`src/rtl/alu_flag_ir_unit_if.sv`:
```
// Bus bundle between the control/datapath side and the ALU/flag/IR slice.
// clk and reset are not in the bundle; they stay plain ports on the unit.
interface alu_flag_ir_unit_if #(
   parameter int WIDTH = 32
);
   logic [WIDTH-1:0] A;
   logic [WIDTH-1:0] B;
   logic [4:0]       op;
   logic             carry_in;
   logic             FRLd;
   logic             IRLd;
   logic [WIDTH-1:0] ir_in;
   logic [WIDTH-1:0] result;
   logic             flag_n;
   logic             flag_z;
   logic             flag_c;
   logic             flag_v;
   logic [3:0]       fdr_q;
   logic [WIDTH-1:0] ir_q;

   modport master (
      output A, B, op, carry_in, FRLd, IRLd, ir_in,
      input  result, flag_n, flag_z, flag_c, flag_v, fdr_q, ir_q
   );

   modport slave (
      input  A, B, op, carry_in, FRLd, IRLd, ir_in,
      output result, flag_n, flag_z, flag_c, flag_v, fdr_q, ir_q
   );
endinterface

```
`src/rtl/alu_flag_ir_unit.sv`:
```
// Execution slice: combinational ALU with NZCV flags, a 4-bit flag register
// and the instruction register.
module alu_flag_ir_unit #(
   parameter int WIDTH = 32
) (
   input  logic              CLK,
   input  logic              CLR,
   alu_flag_ir_unit_if.slave bus
);
   localparam logic [4:0] OP_AND  = 5'b00000;
   localparam logic [4:0] OP_EOR  = 5'b00001;
   localparam logic [4:0] OP_SUB  = 5'b00010;
   localparam logic [4:0] OP_RSB  = 5'b00011;
   localparam logic [4:0] OP_ADD  = 5'b00100;
   localparam logic [4:0] OP_ADC  = 5'b00101;
   localparam logic [4:0] OP_SBC  = 5'b00110;
   localparam logic [4:0] OP_RSC  = 5'b00111;
   localparam logic [4:0] OP_TST  = 5'b01000;
   localparam logic [4:0] OP_TEQ  = 5'b01001;
   localparam logic [4:0] OP_CMP  = 5'b01010;
   localparam logic [4:0] OP_CMN  = 5'b01011;
   localparam logic [4:0] OP_ORR  = 5'b01100;
   localparam logic [4:0] OP_MOV  = 5'b01101;
   localparam logic [4:0] OP_BIC  = 5'b01110;
   localparam logic [4:0] OP_MVN  = 5'b01111;
   localparam logic [4:0] OP_PASS = 5'b10000;
   localparam logic [4:0] OP_AP4  = 5'b10001;
   localparam logic [4:0] OP_BP4  = 5'b10010;
   localparam logic [4:0] OP_AM4  = 5'b10011;

   localparam logic [WIDTH-1:0] FOUR = WIDTH'(4);

   logic [WIDTH-1:0] add_x;
   logic [WIDTH-1:0] add_y;
   logic             add_cin;
   logic             is_arith;
   logic [WIDTH-1:0] logic_res;
   logic [WIDTH:0]   sum;
   logic [WIDTH-1:0] alu_res;
   logic             alu_n;
   logic             alu_z;
   logic             alu_c;
   logic             alu_v;

   logic [3:0]       fdr_q;
   logic [3:0]       fdr_d;
   logic [WIDTH-1:0] ir_q;
   logic [WIDTH-1:0] ir_d;

   // Every arithmetic op goes through one adder: subtraction is x + ~y + cin,
   // so the adder carry-out is directly the "no borrow" C flag.
   always_comb begin
      add_x     = '0;
      add_y     = '0;
      add_cin   = 1'b0;
      is_arith  = 1'b0;
      logic_res = '0;
      case (bus.op)
         OP_AND, OP_TST: logic_res = bus.A & bus.B;
         OP_EOR, OP_TEQ: logic_res = bus.A ^ bus.B;
         OP_ORR:         logic_res = bus.A | bus.B;
         OP_MOV:         logic_res = bus.B;
         OP_BIC:         logic_res = bus.A & ~bus.B;
         OP_MVN:         logic_res = ~bus.B;
         OP_PASS:        logic_res = bus.A;
         OP_SUB, OP_CMP: begin
            add_x    = bus.A;
            add_y    = ~bus.B;
            add_cin  = 1'b1;
            is_arith = 1'b1;
         end
         OP_RSB: begin
            add_x    = bus.B;
            add_y    = ~bus.A;
            add_cin  = 1'b1;
            is_arith = 1'b1;
         end
         OP_ADD, OP_CMN: begin
            add_x    = bus.A;
            add_y    = bus.B;
            is_arith = 1'b1;
         end
         OP_ADC: begin
            add_x    = bus.A;
            add_y    = bus.B;
            add_cin  = bus.carry_in;
            is_arith = 1'b1;
         end
         OP_SBC: begin
            add_x    = bus.A;
            add_y    = ~bus.B;
            add_cin  = bus.carry_in;
            is_arith = 1'b1;
         end
         OP_RSC: begin
            add_x    = bus.B;
            add_y    = ~bus.A;
            add_cin  = bus.carry_in;
            is_arith = 1'b1;
         end
         OP_AP4: begin
            add_x    = bus.A;
            add_y    = FOUR;
            is_arith = 1'b1;
         end
         OP_BP4: begin
            add_x    = bus.B;
            add_y    = FOUR;
            is_arith = 1'b1;
         end
         OP_AM4: begin
            add_x    = bus.A;
            add_y    = ~FOUR;
            add_cin  = 1'b1;
            is_arith = 1'b1;
         end
         default: logic_res = '0;
      endcase
   end

   assign sum     = {1'b0, add_x} + {1'b0, add_y} + {{WIDTH{1'b0}}, add_cin};
   assign alu_res = is_arith ? sum[WIDTH-1:0] : logic_res;

   // Overflow on the adder inputs also covers subtraction because the
   // subtrahend arrives already inverted.
   assign alu_n = alu_res[WIDTH-1];
   assign alu_z = (alu_res == '0);
   assign alu_c = is_arith & sum[WIDTH];
   assign alu_v = is_arith & (add_x[WIDTH-1] == add_y[WIDTH-1])
                           & (sum[WIDTH-1] != add_x[WIDTH-1]);

   assign fdr_d = bus.FRLd ? {alu_n, alu_z, alu_c, alu_v} : fdr_q;
   assign ir_d  = bus.IRLd ? bus.ir_in : ir_q;

   always_ff @(posedge CLK) begin
      if (CLR) begin
         fdr_q <= '0;
         ir_q  <= '0;
      end else begin
         fdr_q <= fdr_d;
         ir_q  <= ir_d;
      end
   end

   assign bus.result = alu_res;
   assign bus.flag_n = alu_n;
   assign bus.flag_z = alu_z;
   assign bus.flag_c = alu_c;
   assign bus.flag_v = alu_v;
   assign bus.fdr_q  = fdr_q;
   assign bus.ir_q   = ir_q;
endmodule

```
`src/flat_wrapper.sv`:
```
// flat-port wrapper written by rule: the top's interface ports become plain ports
module alu_flag_ir_unit_flat 
#(
   parameter int WIDTH = 32
)
  (CLK, CLR, bus_A, bus_B, bus_op, bus_carry_in, bus_FRLd, bus_IRLd, bus_ir_in, bus_result, bus_flag_n, bus_flag_z, bus_flag_c, bus_flag_v, bus_fdr_q, bus_ir_q);
  alu_flag_ir_unit_if #(.WIDTH(WIDTH)) bus_i ();
  input  logic CLK;
  input  logic CLR;
  input wire logic [$bits(bus_i.A)-1:0] bus_A;
  input wire logic [$bits(bus_i.B)-1:0] bus_B;
  input wire logic [$bits(bus_i.op)-1:0] bus_op;
  input wire logic [$bits(bus_i.carry_in)-1:0] bus_carry_in;
  input wire logic [$bits(bus_i.FRLd)-1:0] bus_FRLd;
  input wire logic [$bits(bus_i.IRLd)-1:0] bus_IRLd;
  input wire logic [$bits(bus_i.ir_in)-1:0] bus_ir_in;
  output wire logic [$bits(bus_i.result)-1:0] bus_result;
  output wire logic [$bits(bus_i.flag_n)-1:0] bus_flag_n;
  output wire logic [$bits(bus_i.flag_z)-1:0] bus_flag_z;
  output wire logic [$bits(bus_i.flag_c)-1:0] bus_flag_c;
  output wire logic [$bits(bus_i.flag_v)-1:0] bus_flag_v;
  output wire logic [$bits(bus_i.fdr_q)-1:0] bus_fdr_q;
  output wire logic [$bits(bus_i.ir_q)-1:0] bus_ir_q;
  assign bus_i.A = bus_A;
  assign bus_i.B = bus_B;
  assign bus_i.op = bus_op;
  assign bus_i.carry_in = bus_carry_in;
  assign bus_i.FRLd = bus_FRLd;
  assign bus_i.IRLd = bus_IRLd;
  assign bus_i.ir_in = bus_ir_in;
  assign bus_result = bus_i.result;
  assign bus_flag_n = bus_i.flag_n;
  assign bus_flag_z = bus_i.flag_z;
  assign bus_flag_c = bus_i.flag_c;
  assign bus_flag_v = bus_i.flag_v;
  assign bus_fdr_q = bus_i.fdr_q;
  assign bus_ir_q = bus_i.ir_q;
  alu_flag_ir_unit #(.WIDTH(WIDTH)) u_core (.CLK(CLK), .CLR(CLR), .bus(bus_i));
endmodule
```
`config.mk`:
```
export PLATFORM = sky130hd
export DESIGN_NAME = alu_flag_ir_unit_flat
export DESIGN_NICKNAME = d
export VERILOG_FILES = /design/src/rtl/alu_flag_ir_unit_if.sv /design/src/rtl/alu_flag_ir_unit.sv /design/src/flat_wrapper.sv
export SDC_FILE = /design/constraint.sdc
export NUM_CORES = 1
export LEC_CHECK = 0
export BUFFER_PORTS_ARGS = -buffer_cell sky130_fd_sc_hd__buf_2
export CORE_ASPECT_RATIO = 0.75
export CORE_MARGIN = 5
export CORE_UTILIZATION = 44
export DETAILED_ROUTE_END_ITERATION = 7
export GPL_ROUTABILITY_DRIVEN = 0
export PLACE_DENSITY = 0.76
export SLEW_MARGIN = 10
export SYNTH_ARGS = -nofsm -noshare
export SYNTH_HDL_FRONTEND = slang
export SYNTH_SLANG_ARGS = --single-unit
export TNS_END_PERCENT = 1
```
`constraint.sdc`:
```
create_clock -name CLK -period 7.9 [get_ports CLK]
set_input_delay 0.395 -clock CLK [delete_from_list [all_inputs] [get_ports CLK]]
set_output_delay 0.395 -clock CLK [all_outputs]
set_load 0.01 [all_outputs]
```
Word level (Yosys, flattened, before mapping)
Cells that the tools add are included.

Word-level logic and storage cells: 53. Flip-flop bits (word level): 36. Input bits: 106.

Equality and inequality tests: 21. Bitwise gates (word level): 9. $add $sub $neg: 2. Mux-type cells: 6. Reduce and logical (&&, ||, !) cells: 13.

Operators by type and width (number): 32-bit one-hot mux with 7 select lines (1); 32-bit one-hot mux with 5 select lines (1); 32-bit bitwise AND (2); 32-bit NOT (2); 32-bit one-hot mux with 2 select lines (1); 5-bit by 4-bit equality test with 1-bit output, second input constant (8); 32-bit by 32-bit adder with 33-bit output (1); 33-bit by 1-bit adder with 33-bit output (1); 32-bit logical NOT (1); 32-bit 2-to-1 mux (1); 32-bit bitwise OR (1); 32-bit XOR (1); 5-bit by 3-bit equality test with 1-bit output, second input constant (4); 5-bit equality test, second input constant (4); 3-bit OR reduction (4); 11-bit OR reduction (1); 5-bit by 2-bit equality test with 1-bit output, second input constant (2); 2-bit OR reduction (4); 8-bit OR reduction (1); 5-bit by 1-bit equality test with 1-bit output, second input constant (1); 5-bit logical NOT (1); 4-bit OR reduction (1); 1-bit bitwise AND (3); 1-bit one-hot mux with 2 select lines (1); other kinds (3) (3).

Longest topological paths before layout
Depth in word-level cells: 7. Mapped depth: 22. Mapped depth without buffers: 18.

Worst setup path before layout
No wires, ideal clock.

Path kind: input -> output. Start point: in bus_op[0]. End point: out bus_flag_z. Slack: 1.777 ns. Stages: 22. Arrival: 5.728 ns. Data required time: 7.505 ns. Path through: buf_2 -> buf_1 -> inv_1 -> clkbuf_1 -> nor2_1 -> a21oi_1 -> nor3b_1 -> clkbuf_1 -> a22o_1 -> fa_1 -> inv_1 -> fa_1 -> nand2b_1 -> a211oi_1 -> o221a_2 -> o31ai_1 -> xnor2_1 -> a221oi_1 -> nand4_1 -> or4_1 -> or4_4 -> nor3_1.

Word-level cells in the longest chain between the ends: 7. Elaborated cells on any way between the ends: 40.

RTL lines: start, declared (line flat_wrapper.sv:12) `input wire logic [$bits(bus_i.op)-1:0] bus_op;`; 5-bit by 2-bit equality test with 1-bit output (tied with other cells) (line alu_flag_ir_unit.sv:58) `case (bus.op)`; 8-bit OR reduction (no source line) (tied with other cells); 32-bit one-hot mux with 2 select lines / 32-bit one-hot mux with 5 select lines (equally long branches) (line alu_flag_ir_unit.sv:58); 32-bit by 32-bit adder with 33-bit output (line alu_flag_ir_unit.sv:121) `assign sum = {1'b0, add_x} + {1'b0, add_y} + {{WIDTH{1'b0}}, add_cin};`; 33-bit by 1-bit adder with 33-bit output (line alu_flag_ir_unit.sv:121); 32-bit 2-to-1 mux * (line alu_flag_ir_unit.sv:122) `assign alu_res = is_arith ? sum[WIDTH-1:0] : logic_res;`; 32-bit logical NOT * (line alu_flag_ir_unit.sv:127) `assign alu_z = (alu_res == '0);`; end, declared (line flat_wrapper.sv:19) `output wire logic [$bits(bus_i.flag_z)-1:0] bus_flag_z;`.

Every way passes the cells marked *; elsewhere a longest branch is shown, timed or not.

Final worst setup path
Same ends and word-level chain as after synthesis.

==> summary.txt <==
Finish
  • Fill count: 1413
  • Final net count: 1233
  • Ant. Diodes: 0
  • Final std cells w/o fill: 1263
  • Syn-to-layout area delta: 17.1%
  • Share of layout cells above drive strength 1: 20.9%

Clocking
  • Root Buffer: clkbuf_16
  • CTS clk-pin slew, worst paths: 0.06 ns
  • # hold bufs at CTS: 0
  • Cts repair resizes: 0
  • CTS sink cnt: 36
  • # H-tree levels: 2
  • Clock latency on the worst-skew pair: 0.27 ns
  • Cts bufs inserted: 5
  • TritonCTS clock tree: done
  • Post-CTS setup buffers: 0
  • Worst-case clock buffer depth: 2

Floorplanning
  • # rows: 38
  • Core area: 14600 um2
  • Vert. Die Dim: 116 um
  • Starting Density: 45.2%
  • Die W: 151 um
  • DIE AREA: 17600 um2
  • # IOs: 178

STA
  • Pins Over Slew Limit: 0
  • Final hold vios: 0
  • Setup_tns: 0 ns
  • Max Fclk: 149 MHz
  • RSZ-0062 raised after global routing: false
  • Slew HR: 22.8%
  • Clk_skew: 0 ns
  • Actual slew at the worst max-slew pin: 1.14 ns
  • Final min period: 6.69 ns
  • # setup viols final: 0
  • Final worst-path cycle share: 84.7%

Placed design
  • Cells after DPL: 1255
  • Hpwl dp: 18100 um
  • PortBufs: 177

Pwr
  • Max IR drop VDD: 0.135 mV
  • Pwr per Cell Area: 110 nW/um2
  • Leakage: 3.99 nW

Setup path
  • Cell family with most CP delay: simple AND/OR/NAND/NOR gates
  • Worst-path cell chain: buf_2 -> inv_1 -> nor2_1 -> a21oi_1 -> nor3b_2 -> buf_4 -> a22o_1 -> fa_1 -> inv_1 -> fa_1 -> nand2b_1 -> a211oi_1 -> o221a_2 -> o31ai_1 -> xnor2_1 -> a221oi_1 -> nand4_1 -> or4_1 -> or4_4 -> nor3_1 -> buf_2
  • Crit Path Class: primary input to output pin
  • Startpoint types: primary input
  • Critical Path Slowest Stage Cell: or4_4
  • Crit path capture type: output pin
  • Critical Path Fanout Max: 32
  • Worst Path Required: 7.51 ns
  • Worst Path Arrival: 6.30 ns
  • Crit path buf inv count: 5
  • Crit-path max cell delay: 0.56 ns

Synthesis
  • Top cells by count, synth: 86 x nor2_1, 83 x inv_1, 70 x nand2_1
  • Post-Synthesis Cell Area: 6600 um2
  • Most common cell in the synthesized netlist: nor2_1
  • Synth async-reset ratio: 0%
  • Synthesized instance count: 940
  • Ranking of synthesized cells by area: ha_1 12%, dfxtp_1 11%, mux2i_1 6.2%
  • Synth area leader: ha_1
  • Netlist cell types: 74
  • Post-synth top area share: 12.0%
  • Sequential area share after synthesis: 10.9%
  • Avg Synthesized Cell Area: 7.02 um2
  • Main synth FF type: dfxtp_1
  • Synthesized flop and latch total: 36
  • Syn nets: 1111
  • EDFF count, synth: 0
  • Yosys warns: 0

Global route
  • Largest net degree at the start of global routing: 38
  • First-pass GRT wire length: 37300 um
  • Congestion Overflow GR: 0
  • Initial antenna violation count: 0
  • Vias in the first global route: 7123
  • Gr usage total: 25.7%

Drt
  • Final ANT Viol Nets: 0
  • Via/cell ratio: 6.37
  • Drc violations: 0
  • Via count: 8045
  • Wire per inst: 18.8 um
  • DR pass1 iterations: 5
  • Detailed Route WL: 23700 um
  • Number of DRC markers in iteration 0: 904

Run status
  • Status: complete, no violations

Flow run
  • Max cap viols: 0

Hold path
  • Hold Crit Class: primary input to register
sequential cells by signal (all words and copies together), names as in the netlist:
name and flops:
u_core.bus.ir_q 32, u_core.bus.fdr_q 4
power breakdown:
| part | internal [mW] | switching (mW) | leakage (nW) |
|---|---|---|---|
| sequential | 0.192 | 0.00490 | 0.297 |
| combinational | 0.167 | 0.267 | 3.61 |
| clock | 0.148 | 0.0737 | 0.0798 |
| total | 0.507 | 0.346 | 3.99 |
cell type report:
cell class	count	area, um2	area share, %
Clock buffer	5	125	1.62
Clock inverter	3	42.5	0.551
Inverter	83	312	4.03
Multi-Input combinational cell	746	5290	68.5
Sequential cell	36	721	9.33
Tap cell	200	250	3.24
Timing Repair Buffer	190	983	12.7
final timing paths:
| check | startpoint | endpoint | slack (ns) | cells after the start |
|---|---|---|---|---|
| worst min-delay path | bus_ir_in[0] | u_core.bus.ir_q[0] | 0.35 | 3 |
| worst min register to register | u_core.bus.ir_q[14] | u_core.bus.ir_q[14] | 0.49 | 2 |
| worst max register to register | u_core.bus.fdr_q[2] | u_core.bus.fdr_q[2] | 6.96 | 2 |
| worst max-delay path | bus_op[0] | bus_flag_z | 1.21 | 21 |
cells in the final DEF (no fill, tap or decap), types with 6 or more instances in the layout:
cell,n
a211o_1,34
a211oi_1,34
a21o_1,12
a21oi_1,61
a221oi_1,8
a22o_1,31
a22oi_1,9
a31oi_1,19
buf_2,177
buf_4,13
dfxtp_1,36
ha_1,63
inv_1,83
mux2i_1,41
nand2_1,70
nand2b_1,11
nand3_1,10
nand4_1,10
nor2_1,86
nor3_1,14
o211ai_1,11
o21ai_0,41
o21bai_1,6
o22ai_1,40
o31ai_1,7
xnor2_1,9
xor2_1,19
layer usage:
metal,vias up,GRT usage (%),part of all wire (%)
li1,3772,-,-
met1,3766,36.7,43
met2,459,38.3,43
met3,48,7.58,13
met4,0,5.43,1.9
met5,-,0,0
logic make-up after synthesis:
logic type / count (synthesis) / synth area share [%]
xor gates and xnor gates: 28 / 3.72
DFF: 36 / 10.9
buffers and inverters: 158 / 9.56
muxes: 42 / 6.39
AOI/OAI and AO/OA: 362 / 38.9
and+or+nand+nor: 249 / 18.0
adders and majority gates: 65 / 12.6
tightest hold or removal path, delay by kind of cell:
| family | cells | cell delay [ns] |
|---|---|---|
| buffers and inverters | 1 | 0.08 |
| multiplexers | 1 | 0.05 |
| AND/OR/NAND/NOR | 1 | 0.07 |
through the flow:
stage          cell area [um2]  hold slack (ns)  setup WS, ns  power (mW)  util (%)
2_1_floorplan             6600            0.491          1.78       0.475         -
3_3_place_gp              7550            0.468          1.56       0.619      51.8
3_5_place_dp              7550            0.477          1.32       0.624      51.8
4_1_cts                   7720            0.350          1.30       0.848      52.9
5_1_grt                   7720            0.355         0.749       0.906      52.9
6_report                  7720            0.351          1.21       0.852      52.9
Power figures use the tool's default switching activity.
